[config.mk]
export PLATFORM = sky130hd
export DESIGN_NAME = regfile_wb_arbiter
export DESIGN_NICKNAME = d
export VERILOG_FILES = /design/src/rtl/regfile_wb_arbiter.sv
export SDC_FILE = /design/constraint.sdc
export NUM_CORES = 1
export LEC_CHECK = 0
export CORE_UTILIZATION = 55
export DETAILED_ROUTE_END_ITERATION = 10
export GPL_TIMING_DRIVEN = 1
export PLACE_DENSITY = 0.91
export SLEW_MARGIN = 20
export SYNTH_ARGS = -nofsm -noshare
export SYNTH_HDL_FRONTEND = slang
export SYNTH_SLANG_ARGS = --single-unit
export TNS_END_PERCENT = 1
[constraint.sdc]
create_clock -name clk -period 8.8 [get_ports clk]
set_input_delay 1.76 -clock clk [delete_from_list [all_inputs] [get_ports clk]]
set_output_delay 1.76 -clock clk [all_outputs]
set_load 0.1 [all_outputs]
[src/rtl/regfile_wb_arbiter.sv]
// Register-file writeback arbiter. The ALU has fixed priority on the single
// write port. LSU results that lose arbitration wait in an in-order buffer.
// A busy scoreboard tracks registers that have an outstanding load, so issue
// logic can stall readers of those registers.
module regfile_wb_arbiter #(
    parameter int XLEN  = 32,
    parameter int AW    = 5,
    parameter int DEPTH = 2
) (
    input  logic            clk,
    input  logic            rst,
    input  logic            alu_valid,
    input  logic [AW-1:0]   alu_rd,
    input  logic [XLEN-1:0] alu_data,
    input  logic            lsu_valid,
    output logic            lsu_ready,
    input  logic [AW-1:0]   lsu_rd,
    input  logic [XLEN-1:0] lsu_data,
    input  logic            mark_valid,
    input  logic [AW-1:0]   mark_rd,
    input  logic [AW-1:0]   chk_ra1,
    input  logic [AW-1:0]   chk_ra2,
    output logic            busy1,
    output logic            busy2,
    output logic            rf_we,
    output logic [AW-1:0]   rf_wa,
    output logic [XLEN-1:0] rf_wd
);

    localparam int PW   = (DEPTH > 1) ? $clog2(DEPTH) : 1;
    localparam int NREG = 2 ** AW;
    localparam logic [PW:0] FULL_CNT = (PW + 1)'(DEPTH);

    logic [AW-1:0]   buf_rd   [DEPTH];
    logic [XLEN-1:0] buf_data [DEPTH];
    logic [PW-1:0]   head;
    logic [PW-1:0]   tail;
    logic [PW:0]     count;

    // Marks that the write currently on rf_* came from the LSU, so its busy
    // bit is cleared at the following edge.
    logic            rf_lsu;
    logic [NREG-1:0] busy;
    logic [NREG-1:0] busy_nxt;

    logic full, empty, alu_win, lsu_acc, sel_buf, sel_byp, enq, deq;

    // Arbitration and buffer handshake decode.
    always_comb begin
        full      = (count == FULL_CNT);
        empty     = (count == '0);
        lsu_ready = !full && !rst;
        alu_win   = alu_valid && (alu_rd != '0);
        lsu_acc   = lsu_valid && lsu_ready;
        sel_buf   = !alu_win && !empty;
        // Bypass only when nothing is queued; an r0 result is accepted and dropped.
        sel_byp   = !alu_win && empty && lsu_acc && (lsu_rd != '0);
        enq       = lsu_acc && (lsu_rd != '0) && (alu_win || !empty);
        deq       = sel_buf;
    end

    // Buffer pointers and occupancy; pointers wrap because DEPTH is a power of 2.
    always_ff @(posedge clk or posedge rst) begin
        if (rst) begin
            head  <= '0;
            tail  <= '0;
            count <= '0;
        end else begin
            if (enq) tail <= tail + PW'(1);
            if (deq) head <= head + PW'(1);
            case ({enq, deq})
                2'b10:   count <= count + (PW + 1)'(1);
                2'b01:   count <= count - (PW + 1)'(1);
                default: count <= count;
            endcase
        end
    end

    // Buffer payload storage; contents are don't-care while the entry is invalid.
    always_ff @(posedge clk) begin
        if (enq) begin
            buf_rd[tail]   <= lsu_rd;
            buf_data[tail] <= lsu_data;
        end
    end

    // Registered write port: ALU, then buffer head, then LSU bypass.
    always_ff @(posedge clk or posedge rst) begin
        if (rst) begin
            rf_we  <= 1'b0;
            rf_wa  <= '0;
            rf_wd  <= '0;
            rf_lsu <= 1'b0;
        end else if (alu_win) begin
            rf_we  <= 1'b1;
            rf_wa  <= alu_rd;
            rf_wd  <= alu_data;
            rf_lsu <= 1'b0;
        end else if (sel_buf) begin
            rf_we  <= 1'b1;
            rf_wa  <= buf_rd[head];
            rf_wd  <= buf_data[head];
            rf_lsu <= 1'b1;
        end else if (sel_byp) begin
            rf_we  <= 1'b1;
            rf_wa  <= lsu_rd;
            rf_wd  <= lsu_data;
            rf_lsu <= 1'b1;
        end else begin
            rf_we  <= 1'b0;
            rf_lsu <= 1'b0;
        end
    end

    // Scoreboard next state: clear after an LSU commit, then set (set wins).
    always_comb begin
        busy_nxt = busy;
        if (rf_we && rf_lsu) busy_nxt[rf_wa] = 1'b0;
        if (mark_valid && (mark_rd != '0)) busy_nxt[mark_rd] = 1'b1;
        busy_nxt[0] = 1'b0;
    end

    // Scoreboard register.
    always_ff @(posedge clk or posedge rst) begin
        if (rst) busy <= '0;
        else     busy <= busy_nxt;
    end

    // Combinational scoreboard queries.
    always_comb begin
        busy1 = busy[chk_ra1];
        busy2 = busy[chk_ra2];
    end

endmodule

Word-level counts from Yosys, hierarchy flattened
Memory sizes are Yosys's and may differ from the RTL's.
Index checks and enable logic that the tools add are counted.
{ "totals": {"reg_bits": 74, "latchBits": 0, "ramBits": 74, "elab_cells": 73, "mem_count": 2, "rom_bits": 0} }
{ "classes": {"add_sub_neg": 4, "n_eq_ne": 3, "reduce_logical": 24, "multipliers": 0, "n_mux": 23, "div_mod_pow": 0, "shift": 0, "bitwise": 3, "n_lt_le_gt_ge": 6} }
{ "mem_list": {"columns": ["name", "depth", "width", "read_ports", "rd_ports_with_merged_regs", "write_ports", "line", "text"], "rows": [
  ["buf_data", 2, 32, 1, 0, 1, "35", "logic [XLEN-1:0] buf_data [DEPTH];"],
  ["buf_rd", 2, 5, 1, 0, 1, "34", "logic [AW-1:0] buf_rd [DEPTH];"]
]} }
{ "ops": {"columns": ["operator", "count"], "rows": [
  ["$mux 32", 5],
  ["$and 32x32->32", 1],
  ["$not 32->32", 1],
  ["$or 32x32->32", 1],
  ["$lt 5x6->1 const B", 4],
  ["$mux 5", 3],
  ["$reduce_bool 5->1", 3],
  ["$logic_and 1x1->1", 13],
  ["$bmux 1 s5", 2],
  ["$demux 1 s5", 2],
  ["$ge 5x1->1 const B", 2],
  ["$mux 1", 10],
  ["$eq 2x2->1 const B", 2],
  ["$logic_not 1->1", 4],
  ["$pmux 2 s2", 1],
  ["$reduce_bool 3->1", 1],
  ["$add 1x1->1 const B", 2],
  ["$add 2x1->2 const B", 1],
  ["$eq 2x1->1 const B", 1],
  ["$logic_not 2->1", 1],
  ["$reduce_bool 2->1", 1],
  ["$sub 2x1->2 const B", 1],
  ["$logic_or 1x1->1", 1]
]} }

Longest topological paths before layout
Gate-level depths: netlist of the first run.
{ "logic_depth": {"ltp_word": 9, "ltp_mapped": 8, "depth_no_buf": 7} }

Worst setup path before layout of the first run
OpenSTA, ideal clock, no wires.
{ "synth_timing": {"path_kind": "input -> output", "start": "input port chk_ra1[0]", "end": "output port busy1", "t_required_ns": 7.040, "n_path_buf": 1, "setup_slack_ns": 3.319, "stages": 5, "arrival_ns": 3.721, "path_cell_list": "clkbuf_1 > mux4_2 > nand2b_1 > o211ai_1 > nand4_1"} }
{ "synth_via": {"elab_chain_cells": 2} }
{ "synth_rtl": {"columns": ["element", "line", "text"], "rows": [
  ["start, declared", "21", "input logic [AW-1:0] chk_ra1,"],
  ["$bmux 1 s5", "131", "busy1 = busy[chk_ra1];"],
  ["$mux 1 (implied by the code)", "131", null],
  ["end, declared", "23", "output logic busy1,"]
]} }
Every way passes these cells. The select of a mux whose other input is x is not followed.

Worst setup path after layout of the first run
{ "layout_timing": {"start": "input port chk_ra1[2]", "end": "output port busy1"} }
Same word-level chain as after synthesis.

==> results.json, run 1 <==
{
  "cts_num_sinks": 148,
  "synth_ff_type": "edfxtp_1",
  "fin_hold_ws_ns": 0.523,
  "ir_drop_mv": 0.301,
  "clock.fmax_mhz": 163,
  "hpwl_um": 11900,
  "yosys.area.top_type": "edfxtp_1",
  "start_util_pct": 57.2,
  "max-slew-margin-rel_pct": 24.9,
  "critPathLaunchType": "input port",
  "grt_max_degree": 78,
  "synthArstFlopShare_pct": 50.0,
  "grt_pass1_vias": 5700,
  "dieWidth_um": 115,
  "cp.required_ns": 7.04,
  "synth_cell_types": 50,
  "hold_viol_final": 0,
  "synth_warnings": 0,
  "cts_buffers": 17,
  "overflow": 0,
  "fin_skew_ns": 0.00930,
  "drc_errors": 0,
  "rsz0062_at_grt": "no",
  "p_per_area_mw_per_mm2": 343,
  "holdBufCountCts": 0,
  "portBuffers": 134,
  "fin_ws_ns": 2.68,
  "hp-class": "reg2reg",
  "grt_pass1_wl_um": 29800,
  "maxSlewViolCount": 0,
  "drt-initial-drc-count": 605,
  "worstSetupPathType": "in2out",
  "syn_area_mm2": 0.00698,
  "critical_path_arrival_ns": 4.36,
  "setup_viol": 0,
  "clkSlewWorstSetupHoldPaths_ns": 0.06,
  "final_area_mm2": 0.00906,
  "cts_tree": "yes",
  "synth.top_cells.by_count": "dfrtp_1 (74), edfxtp_1 (74), o21ai_0 (61)",
  "ys_seq_area_share_pct": 58.3,
  "track_usage_pct": 30.3,
  "antenna_found_initial": 0,
  "wire_per_inst_um": 21.3,
  "final_nets": 813,
  "tightest_slew_ns": 1.13,
  "crit_fanout": 12,
  "vias": 5704,
  "die_area_mm2": 0.0132,
  "synthesis.nets": 696,
  "drt_first_pass_iters": 5,
  "finalCritPeriodShare_pct": 69.6,
  "maxCapViolations": 0,
  "drive_above_1_share_pct": 12.2,
  "synth_edf_count": 74,
  "diodes": 0,
  "netlist_instances": 601,
  "cts_root_buf": "clkbuf_16",
  "status": "finished clean",
  "place_congestion": 0.864,
  "setup-tns-final_ns": 0,
  "cts_htree_levels": 4,
  "leakage_nw": 3.23,
  "postCtsSetupBuffers": 0,
  "clockBufferDepth": 2,
  "end_kind": "primary output",
  "core_mm2": 0.0122,
  "ant_nets": 0,
  "synth.ff_latch_count": 148,
  "synthToLayoutAreaGrowth_pct": 29.8,
  "post_cts_resized": 0,
  "totalWireLength_um": 19200,
  "insertion_delay_ns": 0.43,
  "num_rows": 40,
  "place_area_mm2": 0.00841,
  "die_h_um": 115,
  "syn_avg_cell_area_um2": 11.6,
  "via_per_inst": 6.34,
  "min_period_ns": 6.12,
  "fillers": 766,
  "pre_cts_ws_ns": 2.68,
  "ios": 135,
  "synth_top_cell_area_share_pct": 31.8,
  "yosys-top-cells-area": "edfxtp_1 (32%), dfrtp_1 (27%), o21ai_0 (4.4%)"
}
-- cells by family (layout without fill, tap and decap cells) --
group           count (synthesis)  after routing  synth area share [%]
buf+inv                        49            179                  3.03
mux                            54             54                  9.23
xor+xnor                        5              5                 0.627
simple gates                  221            221                  17.4
fa+ha+maj                       1              1                 0.179
compound gates                123            123                  11.2
flops                         148            148                  58.3
-- placed cells by master (no fill, tap or decap), drive strengths merged, types with 3 or more instances in the layout --
cell type,n
xnor2,3
a221o,4
nor4,15
nand2b,4
dfrtp,74
mux4,6
or3b,3
a21oi,14
a31oi,6
mux2,23
nand4,41
a22oi,8
clkinv,4
nor3,14
buf,6
mux2i,25
clkbuf,25
o21ai,72
nand2,28
nor2,30
or3,3
nand3,56
nor2b,13
a2111oi,7
nand3b,8
clkdlybuf4s50,134
inv,7
edfxtp,74
-- worst paths after layout --
check,startpoint,endpoint,slack (ns),depth (start not counted)
worst max register to register,count[0]$_DFFE_PP0P_,rf_wd[14]$_DFFE_PP0P_,6.34,4
worst min-delay path,rf_wd[2]$_DFFE_PP0P_,rf_wd[2]$_DFFE_PP0P_,0.52,2
worst max-delay path,chk_ra1[2],busy1,2.68,6
max in group asynchronous,rst,head$_DFFE_PP0N_,5.90,3
min in group asynchronous,rst,rf_wd[28]$_DFFE_PP0P_,1.79,2
worst min register to register,rf_wd[2]$_DFFE_PP0P_,rf_wd[2]$_DFFE_PP0P_,0.52,2
-- sequential cells by signal, indices dropped and copies added, names as in the netlist --
signal,cells
buf_rd,10
rf_lsu,1
rf_wa,5
busy,31
rf_wd,32
buf_data,64
rf_we,1
count,2
tail,1
head,1
-- layer usage --
metal  vias up  GRT usage [%]  wire, um
li1       2541              -         -
met1      2759           37.3      7130
met2       356           49.9      9690
met3        48           7.83      1820
met4         0           14.4       538
met5         -              0         0
-- critical path: stages --
cell	delay [ns]
clkdlybuf4s50_1	0.84
mux2i_1	0.16
a211oi_1	0.25
nand3_1	0.10
nand4_1	0.11
clkdlybuf4s50_1	1.15
-- layout make-up --
class	count	area, um2	share of cell area, %
sequential	148	4080	45.0
clock inverter	7	91.3	1.01
multi-input combinational	404	2720	30.0
timing repair buffer	140	1410	15.6
inverter	7	26.3	0.290
tap	168	210	2.32
clock buffer	25	527	5.81
-- metrics by stage --
step	total power, mW	cells	util, %
after floorplan	1.98	601	-
after global routing	3.22	899	74.2
final	3.11	899	74.2
after detailed placement	2.33	865	68.8
after global placement	2.30	865	68.8
after CTS	3.09	897	73.9
-- power by group --
part | total, mW | internal, mW | switching, mW
registers | 1.11 | 0.909 | 0.201
clock network | 0.753 | 0.471 | 0.281
logic | 1.24 | 0.390 | 0.853
total | 3.11 | 1.77 | 1.34
(Power assumes the default switching activity.)
==> run 2: changes to the inputs <==
--- a/config.mk
+++ b/config.mk
@@ -5,10 +5,10 @@
 export SDC_FILE = /design/constraint.sdc
 export NUM_CORES = 1
 export LEC_CHECK = 0
-export CORE_UTILIZATION = 55
+export CORE_UTILIZATION = 47
 export DETAILED_ROUTE_END_ITERATION = 10
 export GPL_TIMING_DRIVEN = 1
-export PLACE_DENSITY = 0.91
+export PLACE_DENSITY = 0.83
 export SLEW_MARGIN = 20
 export SYNTH_ARGS = -nofsm -noshare
 export SYNTH_HDL_FRONTEND = slang
==> constraint.sdc (replaced) <==
create_clock -name clk -period 5.3 [get_ports clk]
set_input_delay 1.06 -clock clk [delete_from_list [all_inputs] [get_ports clk]]
set_output_delay 1.06 -clock clk [all_outputs]
set_load 0.1 [all_outputs]
==> run 2 against run 1 <==
Sequential cell count did not move. Count of clock-buffer cells in the layout rose by 2. Register-to-register slack got worse by 3.5 ns. Routed wire length fell by 4.4%. Sequential share of layout area fell by 0.14 points. Hold slack got worse by 0.010 ns. Total power rose by 62%. Critical path type unchanged. Largest power group unchanged. Highest routed layer unchanged.
==> results.json, run 2 (synthesis results as in run 1) <==
{
  "via_per_inst": 6.18,
  "hpwl_um": 12300,
  "cts_num_sinks": 148,
  "multiInputGateArea_mm2": 0.00272,
  "finalCritPeriodShare_pct": 75.7,
  "insertion_delay_ns": 0.41,
  "die_area_mm2": 0.0154,
  "cp_num_buf_inv": 2,
  "critPathLaunchType": "input port",
  "rsz0062_at_grt": "no",
  "critical_path_arrival_ns": 2.95,
  "fillers": 1117,
  "place_congestion": 0.897,
  "reg_top3": "buf_data x64, rf_wd x32, busy x31",
  "status": "finished clean",
  "top_register": "buf_data",
  "utilization_pct": 62.6,
  "synthToLayoutAreaGrowth_pct": 30.2,
  "grt_pass1_wl_um": 28800,
  "die_h_um": 124,
  "post_cts_resized": 0,
  "grt_pass1_vias": 5613,
  "diodes": 0,
  "core_mm2": 0.0145,
  "setup-tns-final_ns": 0,
  "cts_buffers": 17,
  "dieWidth_um": 124,
  "ant_nets": 0,
  "wire_per_inst_um": 20.0,
  "grt_max_degree": 48,
  "totalWireLength_um": 18300,
  "final_nets": 816,
  "clockBufferDepth": 2,
  "min_period_ns": 4.01,
  "fin_hold_ws_ns": 0.513,
  "maxCapViolations": 0,
  "cp_top_family": "buffers and inverters",
  "max-slew-margin-rel_pct": 28.1,
  "drt-initial-drc-count": 561,
  "largest_reg_flops": 64,
  "drc_errors": 0,
  "clock.fmax_mhz": 249,
  "cp.required_ns": 4.24,
  "crit_fanout": 7,
  "postCtsSetupBuffers": 0,
  "clkSlewWorstSetupHoldPaths_ns": 0.06,
  "setup_viol": 0,
  "antenna_found_initial": 0,
  "max_stage_delay_ns": 0.66,
  "track_usage_pct": 25.0,
  "ios": 135,
  "cts_root_buf": "clkbuf_16",
  "worstSetupPathType": "in2out",
  "holdBufCountCts": 0,
  "hold_viol_final": 0,
  "final_common_cell": "clkdlybuf4s50_1",
  "num_rows": 44,
  "vias": 5672,
  "cts_htree_levels": 4,
  "drt_first_pass_iters": 5,
  "p_per_area_mw_per_mm2": 554,
  "fin_skew_ns": 0.00787,
  "regArea_mm2": 0.00408,
  "slowest_stage": "clkdlybuf4s50_1",
  "path_cells": "clkdlybuf4s50_1 > mux4_2 > nand2b_1 > o211ai_1 > nand4_1 > buf_4",
  "overflow": 0,
  "portBuffers": 134,
  "layout_common_cells": "clkdlybuf4s50_1 (132), edfxtp_1 (74), dfrtp_1 (73)",
  "start_util_pct": 48.1,
  "end_kind": "primary output",
  "ir_drop_mv": 0.405,
  "tightest_slew_ns": 1.08,
  "maxSlewViolCount": 0,
  "leakage_nw": 3.24,
  "drive_above_1_share_pct": 12.3,
  "cts_tree": "yes",
  "hp-class": "reg2reg"
}
run 2: worst paths after layout:
check,startpoint,to,slack [ns],cells past startpoint
max,chk_ra2[0],busy2,1.29,6
min,rf_wd[13]$_DFFE_PP0P_,rf_wd[13]$_DFFE_PP0P_,0.51,2
max reg2reg,count[0]$_DFFE_PP0P_,count[1]$_DFFE_PP0P_,2.83,6
min reg2reg,rf_wd[13]$_DFFE_PP0P_,rf_wd[13]$_DFFE_PP0P_,0.51,2
max in group asynchronous,rst,head$_DFFE_PP0N_,2.97,3
min in group asynchronous,rst,rf_wd[5]$_DFFE_PP0P_,1.28,2
run 2: metrics by stage:
| step | worst slack [ns] | power [mW] | area [um2] | cells |
|---|---|---|---|---|
| after global placement | 1.33 | 3.83 | 8430 | 882 |
| after global routing | 1.18 | 5.26 | 9090 | 918 |
| after detailed placement | 1.31 | 3.88 | 8430 | 882 |
| after floorplan | 1.22 | 3.29 | 6980 | 601 |
| after CTS | 1.29 | 5.00 | 8980 | 914 |
| final | 1.29 | 5.04 | 9090 | 918 |
run 2: cell type report:
cell class,count,share of cell area (%)
Sequential cell,148,44.8
Timing Repair Buffer,143,16.3
Clock inverter,5,0.551
Tap cell,184,2.53
Multi-Input combinational cell,404,29.9
Clock buffer,27,5.53
Inverter,7,0.289
run 2: worst reg2reg max path: stages, from the launching register on:
cell and delay, ns:
dfrtp_1 0.58, nor2_4 0.90, nor2_1 0.21, ha_1 0.28, xnor2_1 0.15, nor2_1 0.07
xor2_1 0.13
run 2: per-layer routing:
layer  vias up  GRT usage (%)  share of wire (%)
met4         0           9.08                1.4
met3        31           7.46                9.2
met5         -              0                  0
met1      2764           32.4                 42
li1       2561              -                  -
met2       316           39.9                 48
run 2: where the power goes:
group / total, mW / internal, mW / switching [mW]
clock: 1.12 / 0.693 / 0.423
sequential: 1.81 / 1.51 / 0.297
combinational: 2.12 / 0.669 / 1.45
==> run 3: changes to the inputs <==
==> constraint.sdc (replaced) <==
create_clock -name clk -period 3.6 [get_ports clk]
set_input_delay 0.72 -clock clk [delete_from_list [all_inputs] [get_ports clk]]
set_output_delay 0.72 -clock clk [all_outputs]
set_load 0.1 [all_outputs]
==> run 3 against run 2 <==
Clock skew fell by 0.00095 ns. Sequential cell count did not move. Via count rose by 0.97%. Sequential power rose by 48%. Register-to-register slack got worse by 1.6 ns.
==> results.json, run 3 (synthesis results as in run 1) <==
{
  "fin_ws_ns": 0.242,
  "fin_skew_ns": 0.00691,
  "place_congestion": 1.02,
  "tightest_slew_ns": 1.05,
  "worstSetupPathType": "in2out",
  "ant_nets": 0,
  "clockBufferDepth": 2,
  "ir_drop_mv": 0.610,
  "fillers": 1142,
  "clock.fmax_mhz": 298,
  "grt_busiest_layer": "met2",
  "status": "finished clean",
  "total_power_mw": 7.40,
  "place_area_mm2": 0.00849,
  "rsz0062_at_grt": "no",
  "maxCapViolations": 0,
  "cts_htree_levels": 4,
  "grt_pass1_wl_um": 28700,
  "overflow": 0,
  "finalCritPeriodShare_pct": 93.3,
  "clkPwrFrac_pct": 22.1,
  "critPathLaunchType": "input port",
  "dp.cells": 887,
  "end_kind": "primary output",
  "drt_first_pass_iters": 5,
  "drive_above_1_share_pct": 12.4,
  "synthToLayoutAreaGrowth_pct": 29.3,
  "post_cts_resized": 0,
  "setup-tns-final_ns": 0,
  "cp.required_ns": 2.88,
  "antenna_found_initial": 0,
  "hold_viol_final": 0,
  "p_sw_mw": 3.20,
  "clkSlewWorstSetupHoldPaths_ns": 0.06,
  "hpwl_um": 12200,
  "seqPwrFrac_pct": 36.2,
  "die_h_um": 124,
  "min_period_ns": 3.36,
  "start_util_pct": 48.1,
  "insertion_delay_ns": 0.41,
  "drc_errors": 0,
  "num_rows": 44,
  "met2_usage_pct": 40.8,
  "final_area_mm2": 0.00903,
  "final_nets": 817,
  "postCtsSetupBuffers": 0,
  "wire_per_inst_um": 20.1,
  "largest_reg_flops": 64,
  "grt_max_degree": 78,
  "dieWidth_um": 124,
  "core_mm2": 0.0145,
  "drt-initial-drc-count": 446,
  "hp-class": "reg2reg",
  "diodes": 0,
  "cts_tree": "yes",
  "reg_top3": "buf_data x64, rf_wd x32, busy x31",
  "max-slew-margin-rel_pct": 29.9,
  "cts_num_sinks": 148,
  "p_comb_share_pct": 41.7,
  "reg2reg_slack_ns": 1.19,
  "maxSlewViolCount": 0,
  "cts_root_buf": "clkbuf_16",
  "portBuffers": 134,
  "vias": 5727,
  "swShare_pct": 43.2,
  "critical_path_arrival_ns": 2.64,
  "layout_common_cells": "clkdlybuf4s50_1 (128), edfxtp_1 (74), dfrtp_1 (73)",
  "p_per_area_mw_per_mm2": 820,
  "fin_cells": 919,
  "via_per_inst": 6.23,
  "gr-usage-met1_pct": 31.6,
  "cts_buffers": 17,
  "ios": 135,
  "track_usage_pct": 24.8,
  "leakage_nw": 3.22,
  "setup_viol": 0,
  "grt_util_met3_pct": 6.50,
  "top_register": "buf_data",
  "pre_cts_ws_ns": 0.253,
  "holdBufCountCts": 0,
  "grt_pass1_vias": 5700,
  "die_area_mm2": 0.0154,
  "totalWireLength_um": 18500,
  "final_common_cell": "clkdlybuf4s50_1",
  "cell_internal_pwr_mw": 4.20,
  "crit_fanout": 7
}
==> run 3: worst max-delay path: stages <==
cell,delay [ns]
clkdlybuf4s50_1,0.69
mux4_2,0.54
nand2b_1,0.15
o2111ai_1,0.15
nand4_1,0.18
buf_12,0.21
==> run 3: cell type report <==
type	count	area (um2)	share of cell area, %
sequential	148	4080	45.1
multi-input combinational	404	2720	30.2
timing repair buffer	144	1440	15.9
clock buffer	25	455	5.04
tap	184	230	2.55
clock inverter	7	81.3	0.901
inverter	7	26.3	0.291
==> run 3: final timing paths <==
kind,start,to,depth (start not counted)
worst min register to register,rf_wd[16]$_DFFE_PP0P_,rf_wd[16]$_DFFE_PP0P_,2
min in group asynchronous,rst,count[1]$_DFFE_PP0P_,2
max in group asynchronous,rst,busy[31]$_DFF_PP0_,3
worst max-delay path,chk_ra2[0],busy2,6
worst min-delay path,rf_wd[16]$_DFFE_PP0P_,rf_wd[16]$_DFFE_PP0P_,2
worst max register to register,count[0]$_DFFE_PP0P_,rf_wd[10]$_DFFE_PP0P_,4
==> run 3: layer usage <==
metal  routed length (um)  up-vias
met5                    0        -
met4                  295        0
met3                 1620       37
met2                 9110      344
met1                 7430     2792
li1                     -     2554
==> run 3: power groups by stage <==
stage	logic [mW]	registers, mW	clock network (mW)
2_1_floorplan	1.29	3.55	0
3_3_place_gp	2.99	2.67	0
3_5_place_dp	3.06	2.69	0
4_1_cts	3.08	2.67	1.64
5_1_grt	3.24	2.73	1.71
6_report	3.08	2.68	1.63
==> run 3: per-stage QoR <==
step	hold WS, ns	util, %
global route	0.552	62.1
floorplan	0.468	-
finish	0.518	62.1
CTS	0.526	62.1
global placement	0.504	58.4
detailed placement	0.517	58.4
